## src/rtl/fifo_pkg.sv

```systemverilog
//------------------------------------------------------------------------------
// fifo_pkg : shared Gray-code and lane helpers for the FIFO / RAM blocks
// Revision : 1.0
//------------------------------------------------------------------------------
`default_nettype none

package fifo_pkg;

    // Binary bit i of a Gray word is the XOR of Gray bits i and above.
    function automatic logic gray_bit(input logic [31:0] gray, input int unsigned idx);
        return ^(gray >> idx);
    endfunction

    function automatic int lane_count(input int data_w, input int lane_w);
        return data_w / lane_w;
    endfunction

endpackage

`default_nettype wire

```

## src/rtl/gray2bin.sv

```systemverilog
//------------------------------------------------------------------------------
// gray2bin : combinational Gray-to-binary converter, W bits wide
// Revision : 1.0
//------------------------------------------------------------------------------
`default_nettype none

module gray2bin
    import fifo_pkg::*;
#(
    parameter int W = 4
) (
    input  logic [W-1:0] i_gray,
    output logic [W-1:0] o_bin
);

    for (genvar i = 0; i < W; i++) begin : g_bit
        assign o_bin[i] = gray_bit(32'(i_gray), i);
    end

endmodule

`default_nettype wire

```

## src/rtl/sync_dpram.sv

```systemverilog
//------------------------------------------------------------------------------
// sync_dpram : 1W/1R synchronous RAM, lane write enables, write-first collisions
// Revision   : 1.0   Option macro: SYNC_DPRAM_OUTREG_EN (extra output stage)
//------------------------------------------------------------------------------
`default_nettype none

module sync_dpram
    import fifo_pkg::*;
#(
    parameter int DATA_W    = 8,
    parameter int LANE_W    = 4,
    parameter int ADDR_W    = 4,
    parameter int GRAY_ADDR = 1
) (
    input  logic                     clk,
    input  logic                     rst_n,
    input  logic                     wen,
    input  logic [DATA_W/LANE_W-1:0] wlane,
    input  logic [ADDR_W-1:0]        waddr,
    input  logic [DATA_W-1:0]        wdata,
    input  logic                     ren,
    input  logic [ADDR_W-1:0]        raddr,
    output logic [DATA_W-1:0]        rdata,
    output logic                     rvalid,
    output logic                     coll
);

    localparam int LANES = lane_count(DATA_W, LANE_W);
    localparam int DEPTH = 2 ** ADDR_W;

    logic [ADDR_W-1:0] w_waddr_g2b;
    logic [ADDR_W-1:0] w_raddr_g2b;
    logic [ADDR_W-1:0] w_waddr;
    logic [ADDR_W-1:0] w_raddr;
    logic              w_wr;
    logic              w_coll;
    logic [DATA_W-1:0] w_rd_word;

    logic [DATA_W-1:0] r_mem [DEPTH];
    logic [DATA_W-1:0] r_rdata1;
    logic              r_rvalid1;
    logic              r_coll1;

    gray2bin #(.W(ADDR_W)) u_wa_g2b (.i_gray(waddr), .o_bin(w_waddr_g2b));
    gray2bin #(.W(ADDR_W)) u_ra_g2b (.i_gray(raddr), .o_bin(w_raddr_g2b));

    assign w_waddr = (GRAY_ADDR != 0) ? w_waddr_g2b : waddr;
    assign w_raddr = (GRAY_ADDR != 0) ? w_raddr_g2b : raddr;

    // An all-zero lane mask is not a write, so it can never collide.
    assign w_wr   = wen && (|wlane);
    assign w_coll = w_wr && (w_waddr == w_raddr);

    always_comb begin
        w_rd_word = r_mem[w_raddr];
        if (w_coll) begin
            for (int k = 0; k < LANES; k++) begin
                if (wlane[k]) begin
                    w_rd_word[k*LANE_W +: LANE_W] = wdata[k*LANE_W +: LANE_W];
                end
            end
        end
    end

    // Storage has no reset; writes are simply blocked while reset is held.
    always_ff @(posedge clk) begin
        if (rst_n && w_wr) begin
            for (int k = 0; k < LANES; k++) begin
                if (wlane[k]) begin
                    r_mem[w_waddr][k*LANE_W +: LANE_W] <= wdata[k*LANE_W +: LANE_W];
                end
            end
        end
    end

    always_ff @(posedge clk or negedge rst_n) begin
        if (!rst_n) begin
            r_rdata1  <= '0;
            r_rvalid1 <= 1'b0;
            r_coll1   <= 1'b0;
        end else begin
            r_rvalid1 <= ren;
            r_coll1   <= ren && w_coll;
            if (ren) begin
                r_rdata1 <= w_rd_word;
            end
        end
    end

`ifdef SYNC_DPRAM_OUTREG_EN
    logic [DATA_W-1:0] r_rdata2;
    logic              r_rvalid2;
    logic              r_coll2;

    always_ff @(posedge clk or negedge rst_n) begin
        if (!rst_n) begin
            r_rdata2  <= '0;
            r_rvalid2 <= 1'b0;
            r_coll2   <= 1'b0;
        end else begin
            r_rdata2  <= r_rdata1;
            r_rvalid2 <= r_rvalid1;
            r_coll2   <= r_coll1;
        end
    end

    assign rdata  = r_rdata2;
    assign rvalid = r_rvalid2;
    assign coll   = r_coll2;
`else
    assign rdata  = r_rdata1;
    assign rvalid = r_rvalid1;
    assign coll   = r_coll1;
`endif

endmodule

`default_nettype wire

```

## config.mk

```make
export PLATFORM = sky130hd
export DESIGN_NAME = sync_dpram
export DESIGN_NICKNAME = d
export VERILOG_FILES = /design/src/rtl/fifo_pkg.sv /design/src/rtl/gray2bin.sv /design/src/rtl/sync_dpram.sv
export SDC_FILE = /design/constraint.sdc
export NUM_CORES = 1
export LEC_CHECK = 0
export ABC_AREA = 0
export BUFFER_PORTS_ARGS = -buffer_cell sky130_fd_sc_hd__buf_2
export CAP_MARGIN = 20
export CELL_PAD_IN_SITES_DETAIL_PLACEMENT = 1
export CELL_PAD_IN_SITES_GLOBAL_PLACEMENT = 2
export CORE_ASPECT_RATIO = 1.4
export CORE_MARGIN = 2
export CORE_UTILIZATION = 50
export CTS_CLUSTER_SIZE = 24
export DETAILED_ROUTE_END_ITERATION = 8
export HOLD_SLACK_MARGIN = 0.02
export PLACE_DENSITY = 0.91
export SETUP_SLACK_MARGIN = 0.05
export SLEW_MARGIN = 25
export SYNTH_ARGS = -nofsm -noshare
export SYNTH_HDL_FRONTEND = slang
export SYNTH_HIERARCHICAL = 1
export SYNTH_SLANG_ARGS = --single-unit
```

## constraint.sdc

```tcl
create_clock -name clk -period 2.6 [get_ports clk]
set_input_delay 0.52 -clock clk [delete_from_list [all_inputs] [get_ports clk]]
set_output_delay 0.52 -clock clk [all_outputs]
set_load 0.01 [all_outputs]
```

==> results of run 1 <==
## layer usage
| layer | up-vias | track usage (%) | wire (um) |
|---|---|---|---|
| met4 | 0 | 9.98 | 362 |
| met2 | 93 | 38.5 | 7080 |
| li1 | 1376 | - | - |
| met5 | - | 0 | 0 |
| met3 | 24 | 5.16 | 503 |
| met1 | 1597 | 29.5 | 5250 |
## flip-flops by register name, summed over array words and instances (netlist names)
name    count
rvalid      1
rdata       8
coll        1
r_mem     128
## worst max-delay path, delay by kind of cell
family	cells	cell delay, ns
buffers and inverters	3	0.81
AND/OR/NAND/NOR	3	0.94
## synth_stat cells (3+ instances only)
cell type / count / area, sq um
mux4_1: 10 / 263
clkbuf_1: 9 / 33.8
buf_2: 5 / 25.0
nand2_1: 13 / 48.8
buf_6: 3 / 33.8
o21ai_0: 9 / 45.0
dfrtp_1: 10 / 250
nor3_1: 9 / 45.0
nand2b_1: 14 / 87.6
xnor2_1: 8 / 70.1
mux4_2: 22 / 495
o41a_1: 8 / 90.1
nand3_1: 3 / 15.0
nor2_1: 35 / 131
a22o_1: 16 / 140
edfxtp_1: 128 / 3840
## cells by family after synthesis
group	count (synthesis)	synth area share (%)
flops	138	70.9
compound gates	35	5.03
buf+inv	23	2.40
simple gates	81	6.48
mux	32	13.1
xor+xnor	12	2.08
## worst max-delay path by stage
stage,from,end,cells after the start
floorplan,waddr[3],r_mem[1][0],6
global placement,raddr[3],rdata[4],8
detailed placement,raddr[3],rdata[7],8
CTS,rst_n,r_mem[3][3],7
global route,raddr[3],rdata[7],8
finish,rst_n,r_mem[12][1],6
## through the flow
stage	hold WS, ns	total power (W)	area, sq um	cells	setup slack, ns
floorplan	0.224	0.00303	5780	321	0.340
global placement	0.462	0.00320	6140	492	0.0837
detailed placement	0.464	0.00323	6140	492	-0.000222
CTS	0.370	0.00548	6700	525	0.387
global route	0.395	0.00561	6700	525	0.220
finish	0.389	0.00544	6700	525	0.383
## final cells by class
| type | instances | area share [%] |
|---|---|---|
| multi-input cells | 160 | 23.3 |
| flip-flops and latches | 138 | 61.1 |
| clock inverters | 14 | 1.87 |
| well taps | 144 | 2.69 |
| repair buffers | 49 | 4.55 |
| clock buffers | 18 | 6.40 |
| inverters | 2 | 0.112 |
## report_power, final
part | leakage, nW | switching [W] | internal, W | total, W
Combinational | 0.732 | 0.000379 | 0.000307 | 0.000686
Clock | 0.256 | 0.000931 | 0.00131 | 0.00225
Sequential | 1.28 | 0.0000226 | 0.00248 | 0.00251
Total | 2.27 | 0.00133 | 0.00410 | 0.00544
==> results.py, run 1 <==
metrics = {
    "cts": {
        "clkSinkCount": 138,
        "root_buffer": "clkbuf_16",
        "cts.repair.resized": 0,
        "cts_setup_buffers": 0,
        "cts_made_buffers": 17,
        "clk_path_buf_depth": 2,
        "hold_buffers": 1,
        "cts_tree": "yes",
        "clk_pin_slew_ns": 0.06,
        "clock_latency_ns": 0.42,
        "htreeDepth": 4,
    },
    "global_routing": {
        "grt_usage_pct": 23.3,
        "antenna_found_initial": 0,
        "grt_max_degree": 34,
        "grt-ovfl-total": 0,
        "grt_pass1_vias": 3425,
        "grt_first_pass_wirelength_um": 20600,
    },
    "yosys": {
        "ys_types": 27,
        "ys_seq_area_share_pct": 70.9,
        "ys_seq_elements": 138,
        "synth-main-ff-cell": "edfxtp_1",
        "async_reset_ff_share_pct": 7.25,
        "synth-edff-count": 128,
        "synthCells": 321,
        "synth_nets": 343,
        "netlist_area_sq_mm": 0.00578,
        "ys_warn_count": 6,
        "syn_avg_cell_area_sq_um": 18.0,
    },
    "power_and_ir_drop": {
        "p_per_area_mw_per_mm2": 811,
        "vdd_drop_max_mv": 0.543,
        "power_leakage_nw": 2.27,
    },
    "setup_path": {
        "crit_type": "in -> reg",
        "worst_r2r_path_depth": 4,
        "critical_path_arrival_ns": 2.27,
        "crit_chain": "dlygate4sd3_1 -> buf_2 -> buf_4 -> and3_1 -> nand2_1 -> nor2_1",
        "r2r_end": "rdata[2]",
        "crit_path_max_incr_delay_ns": 0.52,
        "cp_slowest_cell": "dlygate4sd3_1",
        "cp-end-kind": "flop",
        "worstPathMaxFanout": 11,
        "cp-start-kind": "primary input",
        "r2r_start": "r_mem[12][2]",
        "worstPathRequired_ns": 2.66,
        "r2r_slack_ns": 1.08,
    },
    "floorplanning": {
        "die_area_sq_mm": 0.0124,
        "core.rowCount": 46,
        "die-width_um": 94.8,
        "io_pins": 32,
        "core-area_sq_mm": 0.0113,
        "initial_core_util_pct": 51.2,
        "die_h_um": 131,
    },
    "sta": {
        "slew_headroom_pct": 54.5,
        "rsz0062_at_grt": "false",
        "maxSlewViolCount": 0,
        "fmax_ghz": 0.451,
        "final.min_clock_period_ns": 2.22,
        "worst_pin_slew_ns": 0.682,
        "finalHoldViolations": 0,
        "fin_worst_skew_ns": 0.00620,
        "setup_viol": 0,
        "period_share_pct": 85.3,
        "timing.setup.tns_ns": 0,
    },
    "detailed_routing": {
        "drc": 0,
        "drt_iter0_markers": 292,
        "totalWireLength_um": 13200,
        "antenna_left": 0,
        "dr.pass1.iters": 4,
        "wire_per_inst_um": 25.1,
        "routed_via_density": 5.89,
        "num_vias": 3090,
    },
    "cells_and_area": {
        "multiInputGateArea_sq_mm": 0.00156,
        "n_fill_cell": 1024,
        "diodes": 0,
        "final_util_pct": 59.4,
        "seq_area_sq_mm": 0.00409,
        "drive_above_1_share_pct": 27.0,
        "area_growth_pct": 16.1,
        "final_common_cell": "edfxtp_1",
        "mostFrequentLayoutCells": "edfxtp_1, nor2_1, buf_2",
        "fin_nets": 390,
    },
    "hold_path": {
        "hold_end": "rvalid",
        "hp-class": "in -> reg",
        "worstHoldStart": "ren",
        "holdPathStages": 1,
    },
    "place": {
        "gp_congestion": 0.775,
        "dp_hpwl_um": 8210,
        "io_buffers": 31,
    },
    "run": {
        "maxCapViolations": 0,
    },
    "run_status": {
        "status": "completed",
    },
}
Power figures use the tool's default switching activity.
==> run 2: changes to the inputs <==
- CORE_ASPECT_RATIO: 1.4 -> not set
- CORE_MARGIN: 2 -> 5
==> run 2 against run 1 <==
Net effect:
- cell area grew 1.7%
- critical endpoint is now rdata[0]
- sequential cell count is the same
- power grew 5.7%
- fmax shrank 4.0%
- critical path type unchanged
- clock skew grew 0.0044 ns
- worst hold slack lost 0.0015 ns
- critical path depth grew 2
- combinational power grew 7.4%
==> results.py, run 2 (synthesized netlist as in run 1, its figures left out) <==
metrics = {
    "run_status": {
        "status": "completed",
    },
    "cts": {
        "root_buffer": "clkbuf_16",
        "cts_made_buffers": 17,
        "cts.repair.resized": 0,
        "clk_pin_slew_ns": 0.06,
        "clock_latency_ns": 0.43,
        "clkSinkCount": 138,
        "htreeDepth": 4,
        "cts_tree": "yes",
        "clk_path_buf_depth": 2,
        "cts_setup_buffers": 0,
    },
    "floorplanning": {
        "core.rowCount": 39,
        "die-width_um": 117,
        "die_area_sq_mm": 0.0138,
        "initial_core_util_pct": 50.8,
        "core-area_sq_mm": 0.0114,
        "die_h_um": 117,
        "io_pins": 32,
    },
    "setup_path": {
        "worstPathMaxFanout": 8,
        "cp-start-kind": "primary input",
        "cp-end-kind": "flop",
        "critical_path_arrival_ns": 2.62,
        "worstPathRequired_ns": 2.91,
        "crit_type": "in -> reg",
        "r2r_slack_ns": 1.03,
        "worst_r2r_path_depth": 4,
        "r2r_end": "rdata[4]",
        "r2r_start": "r_mem[12][4]",
    },
    "cells_and_area": {
        "largest_register": "r_mem",
        "fin_nets": 396,
        "diodes": 0,
        "final_area_sq_mm": 0.00682,
        "final_common_cell": "edfxtp_1",
        "drive_above_1_share_pct": 27.4,
        "mostFrequentLayoutCells": "edfxtp_1, nor2_1, buf_2",
        "largest_register_ffs": 128,
        "area_growth_pct": 18.0,
    },
    "detailed_routing": {
        "antenna_left": 0,
        "routed_via_density": 6.12,
        "totalWireLength_um": 14300,
        "drt_iter0_markers": 424,
        "wire_per_inst_um": 27.0,
        "num_vias": 3245,
        "dr.pass1.iters": 5,
        "drc": 0,
    },
    "run": {
        "maxCapViolations": 0,
    },
    "power_and_ir_drop": {
        "power_w": 0.00575,
        "power_leakage_nw": 2.33,
        "p_int_w": 0.00441,
        "seqPwrFrac_pct": 43.7,
        "power.switching_w": 0.00133,
        "combPwrFrac_pct": 12.8,
        "vdd_drop_max_mv": 0.498,
        "p_sw_share_pct": 23.2,
        "p_per_area_mw_per_mm2": 843,
        "p_clk_share_pct": 43.5,
    },
    "place": {
        "io_buffers": 31,
        "dp_hpwl_um": 9160,
        "placed_area_sq_mm": 0.00619,
        "dp_slack_ns": -0.0194,
        "gp_congestion": 0.804,
    },
    "sta": {
        "period_share_pct": 88.8,
        "rsz0062_at_grt": "false",
        "fin_worst_skew_ns": 0.0106,
        "slew_headroom_pct": 49.6,
        "final.min_clock_period_ns": 2.31,
        "worst_pin_slew_ns": 0.754,
        "finalHoldViolations": 0,
        "whs_ns": 0.388,
        "layout_setup_ws_ns": 0.291,
        "fmax_ghz": 0.433,
        "maxSlewViolCount": 0,
        "setup_viol": 0,
    },
    "hold_path": {
        "holdPathStages": 1,
        "worstHoldStart": "ren",
        "hold_end": "rvalid",
        "hp-class": "in -> reg",
    },
    "global_routing": {
        "antenna_found_initial": 0,
        "grt_usage_pct": 21.7,
        "grt_max_degree": 21,
        "grt-ovfl-total": 0,
        "grt_first_pass_wirelength_um": 22100,
        "grt_pass1_vias": 3490,
    },
}
-- run 2: cell type report --
cell class,instances,area (sq um)
clock inverter,12,174
inverter,2,7.51
fill,1003,4550
timing repair buffer,55,363
clock buffer,20,437
tap,143,179
sequential,138,4090
multi-input combinational,160,1560
-- run 2: through the flow --
step                      util (%)  instances  setup TNS, ns
after global placement        54.5        497              0
after CTS                     59.9        530              0
after floorplan                  -        321              0
final                         59.9        530              0
after global routing          59.9        530              0
after detailed placement      54.5        497        -0.0194
-- run 2: power by group through the flow --
stage,sequential [W],clock [W],combinational (W)
6_report,0.00251,0.00250,0.000737
5_1_grt,0.00251,0.00263,0.000788
4_1_cts,0.00251,0.00252,0.000741
3_5_place_dp,0.00255,0,0.000716
3_3_place_gp,0.00255,0,0.000690
2_1_floorplan,0.00256,0,0.000462
-- run 2: per-layer routing --
metal	track usage, %	vias to the layer above	part of all wire (%)
li1	-	1388	-
met1	29.1	1694	42
met2	34.2	132	50
met3	5.72	31	5.7
met4	8.17	0	2.2
met5	0	-	0
-- run 2: how the worst max path moves through the flow --
stage          startpoint  cells after the start     endpoint  slack [ns]
3_3_place_gp     raddr[3]                      8     rdata[4]        0.04
4_1_cts          waddr[3]                      8     rdata[0]        0.34
3_5_place_dp     raddr[3]                      8     rdata[3]       -0.02
6_report         waddr[3]                      8     rdata[0]        0.29
2_1_floorplan    waddr[3]                      6  r_mem[1][0]        0.34
5_1_grt          waddr[3]                      8     rdata[0]        0.24
-- run 2: critical path: stages --
cell and delay, ns:
buf_2 0.12, xor2_2 0.21, xnor2_1 0.56, xnor2_1 0.21, nand2_1 0.25, buf_4 0.23
o41a_1 0.38, o21ai_0 0.12
-- run 2: repair_timing --
item | in CTS | in global routing
hold endpoints to repair | 10 | 0
hold buffers | 1 | 0
setup endpoints to repair | 0 | 0
